--- config.mk ---
export PLATFORM = sky130hd
export DESIGN_NAME = addsub_datapath
export DESIGN_NICKNAME = d
export VERILOG_FILES = /design/src/rtl/addsub_datapath.sv
export SDC_FILE = /design/constraint.sdc
export NUM_CORES = 1
export LEC_CHECK = 0
export CAP_MARGIN = 20
export CORE_MARGIN = 4
export CORE_UTILIZATION = 45
export CTS_CLUSTER_SIZE = 40
export DETAILED_ROUTE_END_ITERATION = 6
export DONT_BUFFER_PORTS = 1
export PLACE_DENSITY = 0.6
export SLEW_MARGIN = 10
export SYNTH_ARGS = -nofsm -noshare
export SYNTH_HDL_FRONTEND = slang
export SYNTH_SLANG_ARGS = --single-unit
--- constraint.sdc ---
create_clock -name clk -period 4.6 [get_ports clk]
set_input_delay 0.23 -clock clk [delete_from_list [all_inputs] [get_ports clk]]
set_output_delay 0.23 -clock clk [all_outputs]
set_load 0.02 [all_outputs]
--- src/rtl/addsub_datapath.sv ---
// Two-stage 7-bit add/subtract pipeline with a batch accumulator and done pulse.
// Optional unsigned saturation of result when ADDSUB_DATAPATH_SAT_EN is defined.
module addsub_datapath #(
    parameter int unsigned BATCH_LEN = 3
) (
    input  logic       clk,
    input  logic       reset,
    input  logic [6:0] A,
    input  logic [6:0] B,
    input  logic       OP,
    input  logic       in_valid,
    input  logic       clr,
    output logic [6:0] result,
    output logic       carry,
    output logic       ovf,
    output logic       zero,
    output logic       out_valid,
    output logic [9:0] acc,
    output logic [3:0] op_count,
    output logic       ovf_seen,
    output logic       done
);

    typedef enum logic {COUNTING, COMPLETE} state_t;

    state_t     state, state_nxt;
    logic [6:0] a1, b1;
    logic       op1, v1;
    logic [7:0] sum8, diff8;
    logic [6:0] raw, res_c;
    logic       carry_c, ovf_c;
    logic       count_hit;

    always_ff @(posedge clk) begin
        if (reset) begin
            v1  <= 1'b0;
            a1  <= '0;
            b1  <= '0;
            op1 <= 1'b0;
        end else begin
            v1 <= in_valid;
            if (in_valid) begin
                a1  <= A;
                b1  <= B;
                op1 <= OP;
            end
        end
    end

    always_comb begin
        sum8    = {1'b0, a1} + {1'b0, b1};
        diff8   = {1'b0, a1} - {1'b0, b1};
        raw     = sum8[6:0];
        carry_c = sum8[7];
        ovf_c   = (a1[6] == b1[6]) && (sum8[6] != a1[6]);
        if (op1) begin
            raw     = diff8[6:0];
            carry_c = diff8[7];
            ovf_c   = (a1[6] != b1[6]) && (diff8[6] != a1[6]);
        end
        res_c = raw;
`ifdef ADDSUB_DATAPATH_SAT_EN
        // carry/ovf keep describing the unsaturated operation
        if (carry_c) res_c = op1 ? '0 : '1;
`endif
    end

    always_ff @(posedge clk) begin
        if (reset) begin
            out_valid <= 1'b0;
            result    <= '0;
            carry     <= 1'b0;
            ovf       <= 1'b0;
            zero      <= 1'b0;
        end else begin
            out_valid <= v1;
            if (v1) begin
                result <= res_c;
                carry  <= carry_c;
                ovf    <= ovf_c;
                zero   <= (res_c == '0);
            end
        end
    end

    assign count_hit = (op_count == 4'(BATCH_LEN - 1));

    always_ff @(posedge clk) begin
        if (reset || clr) begin
            acc      <= '0;
            op_count <= '0;
            ovf_seen <= 1'b0;
        end else if (out_valid) begin
            acc      <= acc + {3'b0, result};
            ovf_seen <= ovf_seen | ovf;
            op_count <= count_hit ? '0 : op_count + 4'd1;
        end
    end

    always_ff @(posedge clk) begin
        if (reset) state <= COUNTING;
        else       state <= state_nxt;
    end

    always_comb begin
        state_nxt = COUNTING;
        if (out_valid && !clr && count_hit) state_nxt = COMPLETE;
    end

    assign done = (state == COMPLETE);

endmodule

; Word-level counts from Yosys, hierarchy flattened
; Index checks and enable logic that the tools add are counted.
; Widths: inputs -> output; s select.
[totals]
register_bits = 43
input_bits = 19
output_inout_bits = 27
elab_cells = 35
[op_classes]
addsub = 4
n_eq_ne = 5
muxes = 5
n_bitwise = 1
n_reduce_logical = 7
[ops]
columns = operator, count
row1 = $add 10x7->10, 1
row2 = $add 7x7->8, 1
row3 = $sub 7x7->8, 1
row4 = $logic_not 7->1, 1
row5 = $mux 7, 1
row6 = $add 4x1->4 const B, 1
row7 = $eq 4x2->1 const B, 1
row8 = $logic_and 1x1->1, 4
row9 = $mux 4, 1
row10 = $mux 1, 3
row11 = $ne 1x1->1, 3
row12 = $eq 1x1->1, 1
row13 = $logic_not 1->1, 1
row14 = $logic_or 1x1->1, 1
row15 = $or 1x1->1, 1

; Longest topological paths before layout
; Gate-level depths: netlist of the first run.
[depth]
word_depth = 4
ltp_mapped = 10
ltp_nobuf = 10

; Least setup slack after synthesis of the first run
; OpenSTA, ideal clock, no wires.
[synth_path]
path_kind = reg2reg
startpoint = reg acc[0]
endpoint = reg acc[6]
arrival_ns = 1.957
t_required_ns = 4.538
path_slack_ns = 2.581
path_stages_with_launch = 9
n_path_buf = 0
cell_sequence = dfxtp_1 ha_1 fa_1 a21o_1 a21oi_1 o21bai_1 a21oi_1 or4b_2 nand3_1
[synth_via]
elab_chain_len = 1
[synth_lines]
columns = item, line_no
row1 = start: declaration, 18  ; output logic [9:0] acc,
row2 = start signal: assignment, 94  ; acc <= acc + {3'b0, result};
row3 = $add 10x7->10, 94
; No other way between the ends.
; A chain may end at the register's enable or synchronous reset.

; Worst setup path after layout of the first run
; Same ends and word-level chain as after synthesis.

==> results.json, run 1 <==
{
  "cp_max_fo": 3,
  "whs_ns": 0.0158,
  "antenna_found_initial": 0,
  "critPathArrivalTime_ns": 2.44,
  "syn_inst": 276,
  "p_sw_mw": 0.217,
  "clkPwrFrac": 0.313,
  "pin_count": 46,
  "ys_async_sr_fraction": 0,
  "cts_tree": "built",
  "vias_per_cell": 5.46,
  "vias": 1861,
  "synth-edff-count": 0,
  "cts_resized": 0,
  "avgRoutedWirePerCell_um": 14.5,
  "worstSetupEndpointType": "flop",
  "cts.sinks": 43,
  "period_needed_ns": 2.20,
  "critical_path_class": "reg -> reg",
  "rows": 26,
  "place.gp.congestion": 0.748,
  "status": "finished clean",
  "ys.flop_type": "dfxtp_1",
  "clock_latency_ns": 0.30,
  "die-area_mm2": 0.00666,
  "yosysTopAreaCell": "dfxtp_1",
  "final_common_cell": "dfxtp_1",
  "hold_class": "in -> reg",
  "syn_to_final_growth_pct": 5.13,
  "final_cell_mix": "43 x dfxtp_1, 40 x nor2_1, 24 x mux2i_1",
  "relSlewSlack": 0.322,
  "fin_tns_setup_ns": 0,
  "diodes": 0,
  "die_x_um": 81.6,
  "start_kind": "flop",
  "drive_gt1_frac": 0.0480,
  "grt_max_degree": 25,
  "clk_pin_slew_ns": 0.08,
  "clock_path_buffers": 2,
  "n_fill_cell": 520,
  "wl_mm": 4.93,
  "swShare": 0.287,
  "ys_seq_area_frac": 0.353,
  "worst_slew_pin_slew_ns": 1.02,
  "synth.avg_cell_area_um2": 8.84,
  "cts-htree-levels": 2,
  "start_util": 0.472,
  "cts-root-buf": "clkbuf_8",
  "hold_violations": 0,
  "maxSlewViolCount": 0,
  "cap_viol_max_count": 0,
  "setup_violations": 0,
  "synthDistinctLibCells": 41,
  "dp_hpwl_mm": 3.64,
  "yosys-top-cells-area": "dfxtp_1 35%, ha_1 11%, mux2i_1 9.8%, nor2_1 6.2%, a21oi_1 3.5%",
  "final_core_util": 0.496,
  "cts_buffers": 5,
  "cpPeakStageDelay_ns": 0.61,
  "ys_ff_latch": 43,
  "die_y_um": 81.6,
  "drcViolationCount": 0,
  "required_ns": 4.84,
  "p_int_mw": 0.539,
  "grt_util_all_layers": 0.160,
  "slowest_stage": "or4b_2",
  "rsz0062_at_grt": "false",
  "ys_warn_count": 0,
  "syn-cell-area_mm2": 0.00244,
  "port_buffers": 0,
  "core_mm2": 0.00517,
  "fmax_mhz": 454,
  "first_iter_violations": 46,
  "fin_crit_sh": 0.479,
  "first_pass_iters": 4,
  "synth.net_count": 319,
  "cp_cell_sequence": "ha_1 -> fa_1 -> a21o_1 -> a21oi_1 -> o21bai_1 -> a21oi_1 -> or4b_2 -> nand3_1",
  "grt_pass1_wl_mm": 8.34,
  "final_nets": 313,
  "grt_pass1_vias": 1848,
  "powerDensity_mw_per_mm2": 295,
  "ir_drop_uv": 165,
  "gr-total-overflow": 0,
  "p_leak_nw": 1.09,
  "ant_nets": 0,
  "worst_path_most_repeated_cell": "a21oi_1",
  "finClkSkew_ns": 0.00358,
  "seqPwrFrac": 0.550,
  "synth_top_area_frac": 0.353,
  "p_comb_frac": 0.137
}
## registers in the layout, summed over array words and instances, names as in the netlist, 4 cells and up
signal,cells
b1,7
acc,10
a1,7
result,7
op_count,4
## worst max-delay path, delay by kind of cell (launching register included)
| family | cells | cell delay, ns |
|---|---|---|
| AO/OA/AOI/OAI | 4 | 0.51 |
| adder cells (fa/ha/maj) | 2 | 0.47 |
| flip-flops | 1 | 0.47 |
| AND/OR/NAND/NOR | 2 | 0.69 |
## final timing paths
kind	from	to	slack [ns]	cells past startpoint
worst max register to register	acc[0]$_SDFFE_PP0P_	acc[6]$_SDFFE_PP0P_	2.40	8
worst min-delay path	reset	out_valid$_SDFF_PP0_	0.02	1
worst max-delay path	acc[0]$_SDFFE_PP0P_	acc[6]$_SDFFE_PP0P_	2.40	8
worst min register to register	b1[6]$_SDFFE_PP0P_	b1[6]$_SDFFE_PP0P_	0.53	2
## what timing repair did
item,CTS,global route
hold buffers,1,0
hold endpoints to repair,24,0
buffers inserted,0,0
## layout make-up
cell class                      count  area, um^2  area share
Sequential cell                    43         861       0.336
Tap cell                           70        87.6      0.0341
Clock buffer                        5        68.8      0.0268
Inverter                           20        75.1      0.0293
Clock inverter                      3        15.0     0.00585
Timing Repair Buffer                1        10.0     0.00390
Multi-Input combinational cell    199        1450       0.564
## per-layer routing
metal,vias up,routed length (um),GRT usage
li1,953,-,-
met1,868,2280,0.198
met2,32,2320,0.270
met3,8,255,0.0406
met4,0,70,0.0548
met5,-,0,0
## logic make-up after synthesis
group,synth area share
buf+inv,0.0538
compound gates,0.152
simple gates,0.164
flops,0.353
xor+xnor,0.0467
mux,0.0985
fa+ha+maj,0.132
## cell usage after synthesis, types with 3 or more instances
| library cell | n |
|---|---|
| a211oi_1 | 4 |
| a21o_1 | 4 |
| a21oi_1 | 17 |
| a31oi_1 | 3 |
| and3_1 | 3 |
| buf_1 | 4 |
| buf_2 | 3 |
| clkbuf_1 | 7 |
| dfxtp_1 | 43 |
| fa_1 | 3 |
| ha_1 | 21 |
| inv_1 | 20 |
| mux2i_1 | 24 |
| nand2_1 | 8 |
| nand3_1 | 11 |
| nand3b_1 | 5 |
| nand4_1 | 4 |
| nor2_1 | 40 |
| nor2b_1 | 4 |
| nor4_1 | 4 |
| o211ai_1 | 3 |
| o21ai_0 | 7 |
| o21bai_1 | 3 |
| xnor2_1 | 8 |
| xor2_1 | 5 |
## power groups by stage
stage	logic (mW)	registers, mW	clock network (mW)
after floorplan	0.0968	0.414	0
after global placement	0.0998	0.424	0
after detailed placement	0.101	0.425	0
after CTS	0.105	0.416	0.248
after global routing	0.120	0.419	0.264
final	0.104	0.416	0.237
## per-stage QoR
stage | std cells | setup slack (ns) | total power, mW | instance area, um^2
6_report | 341 | 2.40 | 0.756 | 2560
3_3_place_gp | 332 | 2.45 | 0.524 | 2470
2_1_floorplan | 276 | 2.58 | 0.511 | 2440
3_5_place_dp | 332 | 2.41 | 0.526 | 2470
4_1_cts | 341 | 2.39 | 0.770 | 2560
5_1_grt | 341 | 2.23 | 0.803 | 2560
(Power assumes the default switching activity.)
==> run 2, diff against run 1 <==
--- a/config.mk
+++ b/config.mk
@@ -11,7 +11,7 @@
 export CTS_CLUSTER_SIZE = 40
 export DETAILED_ROUTE_END_ITERATION = 6
 export DONT_BUFFER_PORTS = 1
-export PLACE_DENSITY = 0.6
+export PLACE_DENSITY = 0.62
 export SLEW_MARGIN = 10
 export SYNTH_ARGS = -nofsm -noshare
 export SYNTH_HDL_FRONTEND = slang
==> constraint.sdc (replaced) <==
create_clock -name clk -period 1.8 [get_ports clk]
set_input_delay 0.09 -clock clk [delete_from_list [all_inputs] [get_ports clk]]
set_output_delay 0.09 -clock clk [all_outputs]
set_load 0.02 [all_outputs]
==> run 2 against run 1 <==
The run now ends with negative hold slack, negative setup slack left. Flip-flop and latch count is the same. Worst setup slack lost 2.6 ns. Sequential power grew 150%. Hold slack lost 0.17 ns. Utilization grew 13 points. Register-to-register slack lost 2.6 ns. Cell area grew 27%. Non-clock buffer count grew 69. Critical path depth grew 1. Count of clock-buffer cells in the layout grew 1. Via count grew 14%. First-iteration DRC count shrank 8.7%.
==> results.json, run 2 (synthesis gave the netlist of run 1 again) <==
{
  "status": "complete, but fails checks",
  "violations": "negative hold slack, negative setup slack",
  "final_core_util": 0.627,
  "worst_slew_pin_slew_ns": 0.699,
  "cts_tree": "built",
  "cpPeakStageDelay_ns": 0.37,
  "grt_pass1_wl_mm": 9.97,
  "grt_pass1_vias": 2234,
  "rsz0062_at_grt": "true",
  "die_x_um": 81.6,
  "cp_max_fo": 3,
  "clk_pin_slew_ns": 0.09,
  "clock_path_buffers": 2,
  "period_needed_ns": 2.03,
  "vias": 2114,
  "slowest_stage": "dfxtp_4",
  "critical_path_class": "reg -> reg",
  "whs_ns": -0.158,
  "grt_max_degree": 32,
  "largest_register": "acc",
  "final_cell_mix": "52 x buf_4, 40 x nor2_1, 34 x dfxtp_1",
  "hold_violations": 8,
  "avgRoutedWirePerCell_um": 13.6,
  "vias_per_cell": 5.16,
  "final.setup.worst_slack_ns": -0.231,
  "die-area_mm2": 0.00666,
  "ir_drop_uv": 537,
  "worstSetupEndpointType": "flop",
  "rows": 26,
  "critical-path-top-delay-family": "compound AO/OA/AOI/OAI gates",
  "postCtsHoldBufs": 18,
  "maxSlewViolCount": 0,
  "drcViolationCount": 0,
  "wl_mm": 5.56,
  "core_mm2": 0.00517,
  "required_ns": 2.01,
  "final_common_cell": "buf_4",
  "crit_buf_inv": 1,
  "pin_count": 46,
  "diodes": 0,
  "critPathArrivalTime_ns": 2.24,
  "cp_cell_sequence": "ha_4 -> inv_2 -> fa_2 -> o21ba_1 -> o21bai_1 -> a221o_1 -> xor2_1 -> nand3_1 -> a311oi_1",
  "cap_viol_max_count": 0,
  "powerDensity_mw_per_mm2": 641,
  "cts_buffers": 5,
  "p_leak_nw": 1.47,
  "largest_reg_flops": 10,
  "finClkSkew_ns": 0.00936,
  "fin_crit_sh": 1.13,
  "first_pass_iters": 4,
  "hold_class": "in -> reg",
  "gr-total-overflow": 0,
  "start_kind": "flop",
  "grt_util_all_layers": 0.191,
  "syn_to_final_growth_pct": 33.0,
  "dpl_cell_area_mm2": 0.00287,
  "n_fill_cell": 446,
  "dp_hpwl_mm": 4.02,
  "drive_gt1_frac": 0.265,
  "first_iter_violations": 42,
  "start_util": 0.472,
  "fmax_mhz": 492,
  "setup_violations": 7,
  "cts-htree-levels": 2,
  "cts-root-buf": "clkbuf_8",
  "port_buffers": 0,
  "design_area_mm2": 0.00325,
  "final_nets": 382,
  "ant_nets": 0,
  "antenna_found_initial": 0,
  "cts.sinks": 43,
  "relSlewSlack": 0.533,
  "place.gp.congestion": 0.833,
  "clock_latency_ns": 0.30,
  "die_y_um": 81.6
}
[run 2: cell count changes in the layout (fill, tap and decap cells not counted), sizes merged]
| cell | change |
|---|---|
| buf | +52 |
| dlygate4sd3 | +17 |
| clkinv | -2 |
| clkbuf | +1 |
| clkinvlp | +1 |
[run 2: where the power goes]
group | total [mW] | internal, mW | leakage, nW | switching [mW]
registers | 1.03 | 0.987 | 0.356 | 0.0398
clock network | 0.615 | 0.272 | 0.0412 | 0.343
logic | 0.437 | 0.234 | 1.08 | 0.203
[run 2: path summary, 6_finish.rpt]
path / startpoint / endpoint / slack [ns] / cells past startpoint
setup / recovery: b1[0]$_SDFFE_PP0P_ / ovf$_SDFFE_PP0P_ / -0.23 / 9
hold / removal: reset / result[1]$_SDFFE_PP0P_ / -0.16 / 1
setup reg to reg: b1[0]$_SDFFE_PP0P_ / ovf$_SDFFE_PP0P_ / -0.23 / 9
hold reg to reg: out_valid$_SDFF_PP0_ / acc[6]$_SDFFE_PP0P_ / 0.56 / 2
[run 2: cell type report]
type,instances,area (um^2),share of cell area
timing repair buffer,70,571,0.176
clock inverter,2,12.5,0.00386
sequential,43,882,0.272
inverter,20,75.1,0.0231
tap,70,87.6,0.0270
clock buffer,6,72.6,0.0224
multi-input combinational,199,1550,0.476
[run 2: stage by stage]
| stage | hold WS, ns | total power [mW] | setup TNS, ns | cells | setup slack, ns |
|---|---|---|---|---|---|
| 6_report | -0.158 | 2.08 | -0.975 | 410 | -0.231 |
| 5_1_grt | -0.172 | 2.22 | -2.13 | 410 | -0.388 |
| 4_1_cts | -0.170 | 2.10 | -1.09 | 408 | -0.260 |
| 3_5_place_dp | 0.158 | 1.44 | -1.25 | 380 | -0.290 |
| 3_3_place_gp | 0.157 | 1.43 | -0.930 | 380 | -0.201 |
| 2_1_floorplan | 0.237 | 1.31 | -0.343 | 276 | -0.0911 |
[run 2: per-layer routing]
layer,GRT usage,vias up,wire length (um)
met5,0,-,0
met4,0.0698,0,82
met3,0.0482,8,352
met2,0.337,40,2830
met1,0.223,981,2300
li1,-,1085,-
[run 2: what timing repair did]
item	CTS	global route
resized for setup	11	7
buffers inserted	2	2
endpoints found under the setup margin	10	14
pin swaps	18	10
endpoints found under the hold margin	26	8
